## config.mk

```make
export PLATFORM = sky130hd
export DESIGN_NAME = holy_axi_burst_master
export DESIGN_NICKNAME = d
export VERILOG_FILES = /design/src/rtl/holy_axi_burst_master.sv
export SDC_FILE = /design/constraint.sdc
export NUM_CORES = 1
export LEC_CHECK = 0
export CAP_MARGIN = 20
export CELL_PAD_IN_SITES_DETAIL_PLACEMENT = 0
export CELL_PAD_IN_SITES_GLOBAL_PLACEMENT = 1
export CORE_MARGIN = 5
export CORE_UTILIZATION = 18
export DETAILED_ROUTE_END_ITERATION = 12
export PLACE_DENSITY_LB_ADDON = 0.1
export REMOVE_ABC_BUFFERS = 1
export SYNTH_ARGS = -nofsm -noshare
export SYNTH_HDL_FRONTEND = slang
export SYNTH_SLANG_ARGS = --single-unit
```

## constraint.sdc

```tcl
create_clock -name clk -period 1.79 [get_ports clk]
set_clock_uncertainty 0.05 [all_clocks]
set_input_delay 0.537 -clock clk [delete_from_list [all_inputs] [get_ports clk]]
set_output_delay 0.537 -clock clk [all_outputs]
set_load 0.02 [all_outputs]
```

## src/rtl/holy_axi_burst_master.sv

```systemverilog
// Parametrised AXI4 INCR burst master: request/stream front end, beat counting, response checking.
// Optional watchdog enabled by defining HOLY_AXI_TIMEOUT_EN.
module holy_axi_burst_master #(
    parameter int ADDR_WIDTH     = 32,
    parameter int DATA_WIDTH     = 32,
    parameter int ID_WIDTH       = 4,
    parameter int AXI_ID         = 0,
    parameter int BURST_LEN      = 128,
    parameter int TIMEOUT_CYCLES = 1024
) (
    input  logic                  clk,
    input  logic                  rst,

    input  logic                  req_valid,
    output logic                  req_ready,
    input  logic                  req_write,
    input  logic [ADDR_WIDTH-1:0] req_addr,

    input  logic                  wr_valid,
    output logic                  wr_ready,
    input  logic [DATA_WIDTH-1:0] wr_data,

    output logic                  rd_valid,
    input  logic                  rd_ready,
    output logic [DATA_WIDTH-1:0] rd_data,
    output logic                  rd_last,

    output logic                  done,
    output logic                  err,
    output logic                  busy,
    output logic [7:0]            beat_ptr,

    output logic [ID_WIDTH-1:0]     m_axi_awid,
    output logic [ADDR_WIDTH-1:0]   m_axi_awaddr,
    output logic [7:0]              m_axi_awlen,
    output logic [2:0]              m_axi_awsize,
    output logic [1:0]              m_axi_awburst,
    output logic                    m_axi_awvalid,
    input  logic                    m_axi_awready,

    output logic [DATA_WIDTH-1:0]   m_axi_wdata,
    output logic [DATA_WIDTH/8-1:0] m_axi_wstrb,
    output logic                    m_axi_wlast,
    output logic                    m_axi_wvalid,
    input  logic                    m_axi_wready,

    input  logic [ID_WIDTH-1:0]     m_axi_bid,
    input  logic [1:0]              m_axi_bresp,
    input  logic                    m_axi_bvalid,
    output logic                    m_axi_bready,

    output logic [ID_WIDTH-1:0]     m_axi_arid,
    output logic [ADDR_WIDTH-1:0]   m_axi_araddr,
    output logic [7:0]              m_axi_arlen,
    output logic [2:0]              m_axi_arsize,
    output logic [1:0]              m_axi_arburst,
    output logic                    m_axi_arvalid,
    input  logic                    m_axi_arready,

    input  logic [ID_WIDTH-1:0]     m_axi_rid,
    input  logic [DATA_WIDTH-1:0]   m_axi_rdata,
    input  logic [1:0]              m_axi_rresp,
    input  logic                    m_axi_rlast,
    input  logic                    m_axi_rvalid,
    output logic                    m_axi_rready
);

    localparam int BYTES      = DATA_WIDTH / 8;
    localparam int SIZE       = $clog2(BYTES);
    localparam int ALIGN_BITS = $clog2(BURST_LEN * BYTES);
    localparam logic [7:0] LAST_BEAT = 8'(BURST_LEN - 1);
    localparam logic [ADDR_WIDTH-1:0] ALIGN_MASK = {ADDR_WIDTH{1'b1}} << ALIGN_BITS;

    if (DATA_WIDTH != 32 && DATA_WIDTH != 64 && DATA_WIDTH != 128) begin : g_bad_data_width
        $error("holy_axi_burst_master: DATA_WIDTH must be 32, 64 or 128");
    end
    if (BURST_LEN < 1 || BURST_LEN > 256 || BURST_LEN * BYTES > 4096) begin : g_bad_burst_len
        $error("holy_axi_burst_master: BURST_LEN out of range or burst crosses 4 KiB");
    end

    typedef enum logic [2:0] {S_IDLE, S_AR, S_R, S_AW, S_W, S_B} state_t;

    state_t                state;
    logic [ADDR_WIDTH-1:0] addr_q;
    logic                  err_acc;

    logic ar_hs, aw_hs, r_hs, w_hs, b_hs;

    // Every AXI valid/ready is a decode of the state register, so nothing combinational
    // links req_valid to the bus; the R/W data paths are gated pass-throughs.
    assign ar_hs = m_axi_arvalid & m_axi_arready;
    assign aw_hs = m_axi_awvalid & m_axi_awready;
    assign r_hs  = m_axi_rvalid  & m_axi_rready;
    assign w_hs  = m_axi_wvalid  & m_axi_wready;
    assign b_hs  = m_axi_bvalid  & m_axi_bready;

    assign req_ready = (state == S_IDLE) & ~rst;
    assign busy      = (state != S_IDLE);

    assign m_axi_arvalid = (state == S_AR);
    assign m_axi_arid    = ID_WIDTH'(AXI_ID);
    assign m_axi_araddr  = addr_q;
    assign m_axi_arlen   = LAST_BEAT;
    assign m_axi_arsize  = 3'(SIZE);
    assign m_axi_arburst = 2'b01;

    assign m_axi_awvalid = (state == S_AW);
    assign m_axi_awid    = ID_WIDTH'(AXI_ID);
    assign m_axi_awaddr  = addr_q;
    assign m_axi_awlen   = LAST_BEAT;
    assign m_axi_awsize  = 3'(SIZE);
    assign m_axi_awburst = 2'b01;

    assign m_axi_rready = (state == S_R) & rd_ready;
    assign rd_valid     = (state == S_R) & m_axi_rvalid;
    assign rd_last      = (state == S_R) & m_axi_rlast;
    assign rd_data      = m_axi_rdata;

    assign m_axi_wvalid = (state == S_W) & wr_valid;
    assign wr_ready     = (state == S_W) & m_axi_wready;
    assign m_axi_wlast  = (state == S_W) & (beat_ptr == LAST_BEAT);
    assign m_axi_wdata  = wr_data;
    assign m_axi_wstrb  = '1;

    assign m_axi_bready = (state == S_B);

`ifdef HOLY_AXI_TIMEOUT_EN
    localparam int WD_W = $clog2(TIMEOUT_CYCLES + 1);
    logic [WD_W-1:0] wd_cnt;
    logic            any_hs;
    assign any_hs = ar_hs | aw_hs | r_hs | w_hs | b_hs;
    logic unused_ok;
    assign unused_ok = ^{m_axi_bid, m_axi_rid};
`else
    logic unused_ok;
    assign unused_ok = ^{m_axi_bid, m_axi_rid, 32'(TIMEOUT_CYCLES)};
`endif

    // NOTE: all state updates use non-blocking assignments; later assignments in the
    // block deliberately override earlier ones (the watchdog abort wins over the case).
    always_ff @(posedge clk) begin
        if (rst) begin
            state    <= S_IDLE;
            addr_q   <= '0;
            beat_ptr <= '0;
            err_acc  <= 1'b0;
            done     <= 1'b0;
            err      <= 1'b0;
`ifdef HOLY_AXI_TIMEOUT_EN
            wd_cnt   <= '0;
`endif
        end else begin
            done <= 1'b0;
            err  <= 1'b0;
            unique case (state)
                S_IDLE: begin
                    if (req_valid) begin
                        addr_q   <= req_addr & ALIGN_MASK;
                        beat_ptr <= '0;
                        err_acc  <= 1'b0;
                        state    <= req_write ? S_AW : S_AR;
                    end
                end
                S_AR: if (ar_hs) state <= S_R;
                S_AW: if (aw_hs) state <= S_W;
                S_R: begin
                    if (r_hs) begin
                        if (m_axi_rresp != 2'b00) err_acc <= 1'b1;
                        if (m_axi_rlast) begin
                            // Early rlast is flagged here; a late one already set err_acc.
                            done  <= 1'b1;
                            err   <= err_acc | (m_axi_rresp != 2'b00) | (beat_ptr != LAST_BEAT);
                            state <= S_IDLE;
                        end else if (beat_ptr == LAST_BEAT) begin
                            err_acc <= 1'b1;
                        end else begin
                            beat_ptr <= beat_ptr + 8'd1;
                        end
                    end
                end
                S_W: begin
                    if (w_hs) begin
                        if (beat_ptr == LAST_BEAT) state <= S_B;
                        else                       beat_ptr <= beat_ptr + 8'd1;
                    end
                end
                S_B: begin
                    if (b_hs) begin
                        done  <= 1'b1;
                        err   <= err_acc | (m_axi_bresp != 2'b00);
                        state <= S_IDLE;
                    end
                end
                default: state <= S_IDLE;
            endcase
`ifdef HOLY_AXI_TIMEOUT_EN
            if (state == S_IDLE || any_hs) begin
                wd_cnt <= '0;
            end else if (wd_cnt == WD_W'(TIMEOUT_CYCLES - 1)) begin
                wd_cnt <= '0;
                state  <= S_IDLE;
                done   <= 1'b1;
                err    <= 1'b1;
            end else begin
                wd_cnt <= wd_cnt + 1'b1;
            end
`endif
        end
    end

endmodule

```

Word-level counts from Yosys, hierarchy flattened

Index checks and enable logic that the tools add are counted.

Reduce and logical (&&, ||, !) cells: 10
Bitwise logic cells: 16
Equal/unequal tests: 16
Add/sub/neg operators: 1
Multiplexer cells: 30

Operators by type and width:

| kind                                           | count |
|---|---|
| 2-to-1 mux 8 bit                               | 5 |
| 2-to-1 mux 3 bit                               | 8 |
| one-hot mux 8 bit (3 select lines)             | 1 |
| one-hot mux 3 bit (6 select lines)             | 1 |
| bitwise AND 1 bit                              | 12 |
| 2-to-1 mux 1 bit                               | 11 |
| != test 2 bit (second input constant)          | 5 |
| adder 8 x 1 -> 8 bit (second input constant)   | 1 |
| == test 8 x 7 -> 1 bit (second input constant) | 1 |
| != test 2 x 1 -> 1 bit (second input constant) | 4 |
| != test 8 x 7 -> 1 bit (second input constant) | 1 |
| AND reduction 8 bit                            | 1 |
| == test 3 x 2 -> 1 bit (second input constant) | 2 |
| == test 3 bit (second input constant)          | 2 |
| one-hot mux 1 bit (2 select lines)             | 3 |
| nonzero test 2 bit                             | 3 |
| nonzero test 3 bit                             | 2 |
| AND reduction 5 bit                            | 1 |
| == test 3 x 1 -> 1 bit (second input constant) | 1 |
| zero test 3 bit                                | 1 |
| bitwise OR 1 bit                               | 3 |
| AND reduction 3 bit                            | 1 |
| 2-to-1 mux 2 bit                               | 1 |
| AND reduction 2 bit                            | 1 |
| NOT 1 bit                                      | 1 |

Bits of input ports: 120
Output and inout bits: 187
Flip-flop bits (word level): 37
Logic and storage cells: 79

Logic depth before layout (Yosys ltp)

Depth after elaboration: 6
Mapped depth: 7
Gate-level depth less buffers: 5

Worst setup path before layout

No wires, ideal clock.

Path type: reg2out
Start point: reg beat_ptr[0]
End point: out m_axi_wlast
Cell stages (with the launch flop): 5
Path slack: -0.171 ns
Required time: 1.203 ns
Arrival: 1.374 ns
Buffers on the path: 0
Cell sequence: dfxtp_1 ha_1 nand3_1 nor2_1 and3_1

Word-level cells in the longest chain between the ends: 2

RTL lines:

| item                   | line | text |
|---|---|---|
| from (decl)            | 31   | `output logic [7:0] beat_ptr,` |
| from (signal assigned) | 177  | `beat_ptr <= beat_ptr + 8'd1;` |
| from (signal assigned) | 184  | `else beat_ptr <= beat_ptr + 8'd1;` |
| == test 8 x 7 -> 1 bit | 121  | `assign m_axi_wlast = (state == S_W) & (beat_ptr == LAST_BEAT);` |
| bitwise AND 1 bit      | 121  |  |
| to (decl)              | 43   | `output logic m_axi_wlast,` |

No other way between the ends.

Final worst setup path

Start point: reg state[0]
End point: out busy

Word-level cells in the longest chain between the ends: 1

RTL lines:

| item                   | line | text |
|---|---|---|
| from (decl)            | 83   | `state_t state;` |
| from (signal assigned) | 161  | `state <= req_write ? S_AW : S_AR;` |
| nonzero test 3 bit     | 98   | `assign busy = (state != S_IDLE);` |
| to (decl)              | 30   | `output logic busy,` |

No other way between the ends.

==> impl_metrics.py <==
metrics = {
    "route": {
        "detail_route.wirelength_um": 14500,
        "num_vias": 2409,
        "drc": 0,
        "dr.first_iter.drc_count": 68,
        "ant_nets": 0,
        "vias_per_cell": 3.84,
        "detail_route.first_pass.iterations": 4,
        "wire_per_inst_um": 23.2,
    },
    "synthesis": {
        "fraction_of_synthesized_cell_area_taken_by_the_top_area_cell_type": 0.388,
        "synth_seq_area_share": 0.264,
        "synth.top_cells.by_area": "sky130_fd_sc_hd__buf_4 39%, sky130_fd_sc_hd__dfxtp_1 26%, sky130_fd_sc_hd__nand2_1 6.7%",
        "synth.avg_cell_area_um2": 7.76,
        "ys_warn_count": 0,
        "postSynthCellCount": 361,
        "ys_types": 41,
        "synth_area_mm2": 0.00280,
        "synth_top_cell_by_area": "sky130_fd_sc_hd__buf_4",
        "ys_seq_elements": 37,
    },
    "timing": {
        "timing.final.crit_share": 1.07,
        "finalSetupViolations": 6,
        "whs_ns": 0.419,
        "final-hold-violation-count": 0,
        "final_period_minus_worst_setup_slack_ns": 1.91,
        "maxClockFrequency_mhz": 523,
        "finalWorstSetupSlack_ns": -0.123,
        "grt_setup_unrepaired": "yes",
        "report.final.slew_viol_count": 0,
    },
    "worst_setup_path": {
        "cp_cell_sequence": "buf_6 > or3_4 > buf_6 > buf_6",
        "worst_reg2reg_path_endpoint": "state[1]$_SDFFE_PP0P_",
        "critPathTopFamily": "buffers and inverters",
        "timing.critical_path.buf_inv": 3,
        "worst_ep_required_time_ns": 1.20,
        "logic_depth_of_the_worst_path_buffers_included": 4,
        "rrSetupSlack_ns": 0.08,
        "cp-start-kind": "flop",
        "setup.worst_path.end_class": "output pin",
        "worstSetupStartpoint": "state[0]$_SDFFE_PP0P_",
        "timing.critical_path.slowest_stage_cell": "sky130_fd_sc_hd__or3_4",
        "path_class": "reg2out",
        "critical-path-top-cell-by-count": "sky130_fd_sc_hd__buf_6",
        "critPathMaxStageDelay_ns": 0.35,
        "timing.rr.start": "state[2]$_SDFFE_PP0P_",
        "crit_path_end": "busy",
        "cp_data_arrival_time_ns": 1.33,
        "critPathMaxFanout": 3,
        "worst_reg_to_reg_path_cell_count": 5,
    },
    "grt": {
        "met3_track_demand_over_resource_in_global_routing": 0.178,
        "grt_use_met2": 0.217,
        "grt_max_degree": 42,
        "grt_first_pass_wirelength_um": 19100,
        "grt.busiest_layer": "met2",
        "first_global_vias": 2334,
        "grt.overflow.total": 0,
        "antenna_found_initial": 0,
        "grtUsageTotal": 0.151,
        "met1_usage": 0.141,
    },
    "layout": {
        "multi_input_comb_area_mm2": 0.00130,
        "finalNetCount": 537,
        "synthToLayoutAreaGrowth_pct": 37.6,
        "final_layout_size_suffix_gt1_frac": 0.257,
        "fillers": 1680,
        "mostFrequentLayoutCell": "sky130_fd_sc_hd__dlygate4sd2_1",
        "seqCellArea_um2": 753,
        "finalInstanceArea_mm2": 0.00386,
        "most-common-layout-cells": "64 x sky130_fd_sc_hd__dlygate4sd2_1, 56 x sky130_fd_sc_hd__conb_1, 50 x sky130_fd_sc_hd__nand2_1, 39 x sky130_fd_sc_hd__buf_4, 31 x sky130_fd_sc_hd__dfxtp_1",
        "n_antenna_cell": 0,
    },
    "floorplan": {
        "rows": 45,
        "chipHeight_um": 135,
        "floorplan.io_pins": 307,
        "initial_core_util": 0.184,
        "coreArea_mm2": 0.0153,
        "die_w_um": 135,
        "fp.dieArea_mm2": 0.0182,
    },
    "cts": {
        "cts_tree": "yes",
        "cts_max_level": 2,
        "number_of_sinks_on_the_clock_net": 37,
        "clock_tree.root_cell": "sky130_fd_sc_hd__clkbuf_16",
        "clock_latency_ns": 0.28,
        "clock_tree.buffer_depth": 2,
        "worst_setup_hold_path_clk_slew_ns": 0.06,
        "cts_hold_buf": 0,
        "numCtsBuffers": 5,
    },
    "power": {
        "total_leakage_power_nw": 1.77,
        "cellPowerDensity_mw_per_mm2": 1160,
        "vdd_ir_drop_max_uv": 537,
    },
    "status": {
        "violations": "negative setup slack",
        "outcome": "finished with violations",
    },
    "run": {
        "cap_violations": 0,
    },
    "placed_design": {
        "number_of_buffers_inserted_by_port_buffering": 105,
        "post_dp_cell_area_mm2": 0.00352,
        "place_hpwl_um": 12300,
        "gp_congestion": 0.711,
    },
    "min_path": {
        "whs_path_depth": 2,
        "worst_hold_path_type": "reg2reg",
    },
}
-- what timing repair did --
item                                   4_1_cts  5_1_grt
endpoints found under the hold margin        0        0
setup buffers                                3        1
cloned                                       0        0
pin swaps                                   17        5
resized for setup                          170       14
setup endpoints to repair                   76       20
-- worst min path at each step --
stage	start	slack [ns]	end
after floorplan	err_acc$_SDFFE_PP0P_	0.41	err_acc$_SDFFE_PP0P_
after global placement	m_axi_araddr[29]$_SDFFE_PP0P_	0.41	m_axi_araddr[29]$_SDFFE_PP0P_
after detailed placement	m_axi_araddr[31]$_SDFFE_PP0P_	0.42	m_axi_araddr[31]$_SDFFE_PP0P_
after CTS	m_axi_araddr[31]$_SDFFE_PP0P_	0.42	m_axi_araddr[31]$_SDFFE_PP0P_
after global routing	m_axi_araddr[17]$_SDFFE_PP0P_	0.44	m_axi_araddr[17]$_SDFFE_PP0P_
final	m_axi_araddr[15]$_SDFFE_PP0P_	0.42	m_axi_araddr[15]$_SDFFE_PP0P_
-- synthesized netlist by cell type --
| master | number |
|---|---|
| sky130_fd_sc_hd__o21ai_0 | 5 |
| sky130_fd_sc_hd__or2_2 | 2 |
| sky130_fd_sc_hd__nand4bb_1 | 1 |
| sky130_fd_sc_hd__nand3b_1 | 1 |
| sky130_fd_sc_hd__a21oi_1 | 28 |
| sky130_fd_sc_hd__a32oi_1 | 2 |
| sky130_fd_sc_hd__nand3_1 | 6 |
| sky130_fd_sc_hd__and3_1 | 7 |
| sky130_fd_sc_hd__a211oi_1 | 7 |
| sky130_fd_sc_hd__nor3_1 | 3 |
| sky130_fd_sc_hd__conb_1 | 2 |
| sky130_fd_sc_hd__xnor2_1 | 1 |
| sky130_fd_sc_hd__o211ai_1 | 2 |
| sky130_fd_sc_hd__inv_1 | 4 |
| sky130_fd_sc_hd__and4_1 | 1 |
| sky130_fd_sc_hd__nor2b_1 | 1 |
| sky130_fd_sc_hd__buf_4 | 145 |
| sky130_fd_sc_hd__a32o_1 | 2 |
| sky130_fd_sc_hd__nand2_1 | 50 |
| sky130_fd_sc_hd__dfxtp_1 | 37 |
| sky130_fd_sc_hd__mux2i_1 | 1 |
| sky130_fd_sc_hd__nor3b_1 | 2 |
| sky130_fd_sc_hd__nand2b_4 | 1 |
| sky130_fd_sc_hd__clkbuf_1 | 8 |
| sky130_fd_sc_hd__and2_1 | 4 |
| sky130_fd_sc_hd__or4_1 | 1 |
| sky130_fd_sc_hd__nand4_1 | 2 |
| sky130_fd_sc_hd__ha_1 | 1 |
| sky130_fd_sc_hd__a31oi_1 | 3 |
| sky130_fd_sc_hd__or3b_2 | 1 |
| sky130_fd_sc_hd__nand4b_1 | 3 |
| sky130_fd_sc_hd__or3_1 | 6 |
| sky130_fd_sc_hd__nor2_2 | 1 |
| sky130_fd_sc_hd__nand2b_1 | 2 |
| sky130_fd_sc_hd__a21o_1 | 1 |
| sky130_fd_sc_hd__o32ai_1 | 5 |
| sky130_fd_sc_hd__o311ai_0 | 1 |
| sky130_fd_sc_hd__buf_2 | 3 |
| sky130_fd_sc_hd__o21bai_1 | 1 |
| sky130_fd_sc_hd__nor2_1 | 6 |
| sky130_fd_sc_hd__a22oi_1 | 1 |
-- sequential cells by signal, indices dropped and copies added, names as in the netlist --
name	cells
err	1
m_axi_araddr	23
state	3
err_acc	1
done	1
beat_ptr	8
-- through the flow --
step / setup WS (ns) / utilization / cells / setup TNS [ns] / power (mW)
2_1_floorplan: -0.353 / - / 259 / -8.41 / 2.10
3_3_place_gp: -0.681 / 0.231 / 616 / -16.28 / 3.33
3_5_place_dp: -0.650 / 0.231 / 616 / -16.19 / 3.32
4_1_cts: -0.138 / 0.249 / 626 / -0.683 / 4.47
5_1_grt: -0.196 / 0.253 / 627 / -1.03 / 4.77
6_report: -0.123 / 0.253 / 627 / -0.584 / 4.48
-- layer usage --
layer	vias up	routed length, um
met5	-	180
met4	4	76
met3	13	3650
met2	215	6040
met1	1059	4580
li1	1118	-
-- logic make-up (layout without fill, tap and decap cells) --
family / Yosys count / after routing / synth area share
adder cells (fa/ha/maj): 1 / 1 / 0.00446
AND/OR/NAND/NOR: 101 / 101 / 0.182
AO/OA/AOI/OAI: 58 / 58 / 0.130
flip-flops: 37 / 37 / 0.264
XOR/XNOR: 1 / 1 / 0.00313
multiplexers: 1 / 1 / 0.00357
other: 2 / 56 / 0.00268
buffers and inverters: 160 / 161 / 0.410
-- worst min-delay path: cells and delay by family, from the launching register on --
family | cells | cell delay, ns
AO/OA/AOI/OAI | 1 | 0.05
flip-flops | 1 | 0.31
AND/OR/NAND/NOR | 1 | 0.05
-- where the power goes --
part / switching, mW / internal (mW)
logic: 1.30 / 1.09
clock network: 0.374 / 0.648
registers: 0.113 / 0.960
-- layout make-up --
class,count,share of cell area
repair buffers,150,0.354
clock buffers,5,0.0324
inverters,4,0.00389
clock inverters,2,0.00908
flip-flops and latches,37,0.195
well taps,211,0.0684
multi-input cells,218,0.337
Note: power is estimated with default switching activity, not from simulation.
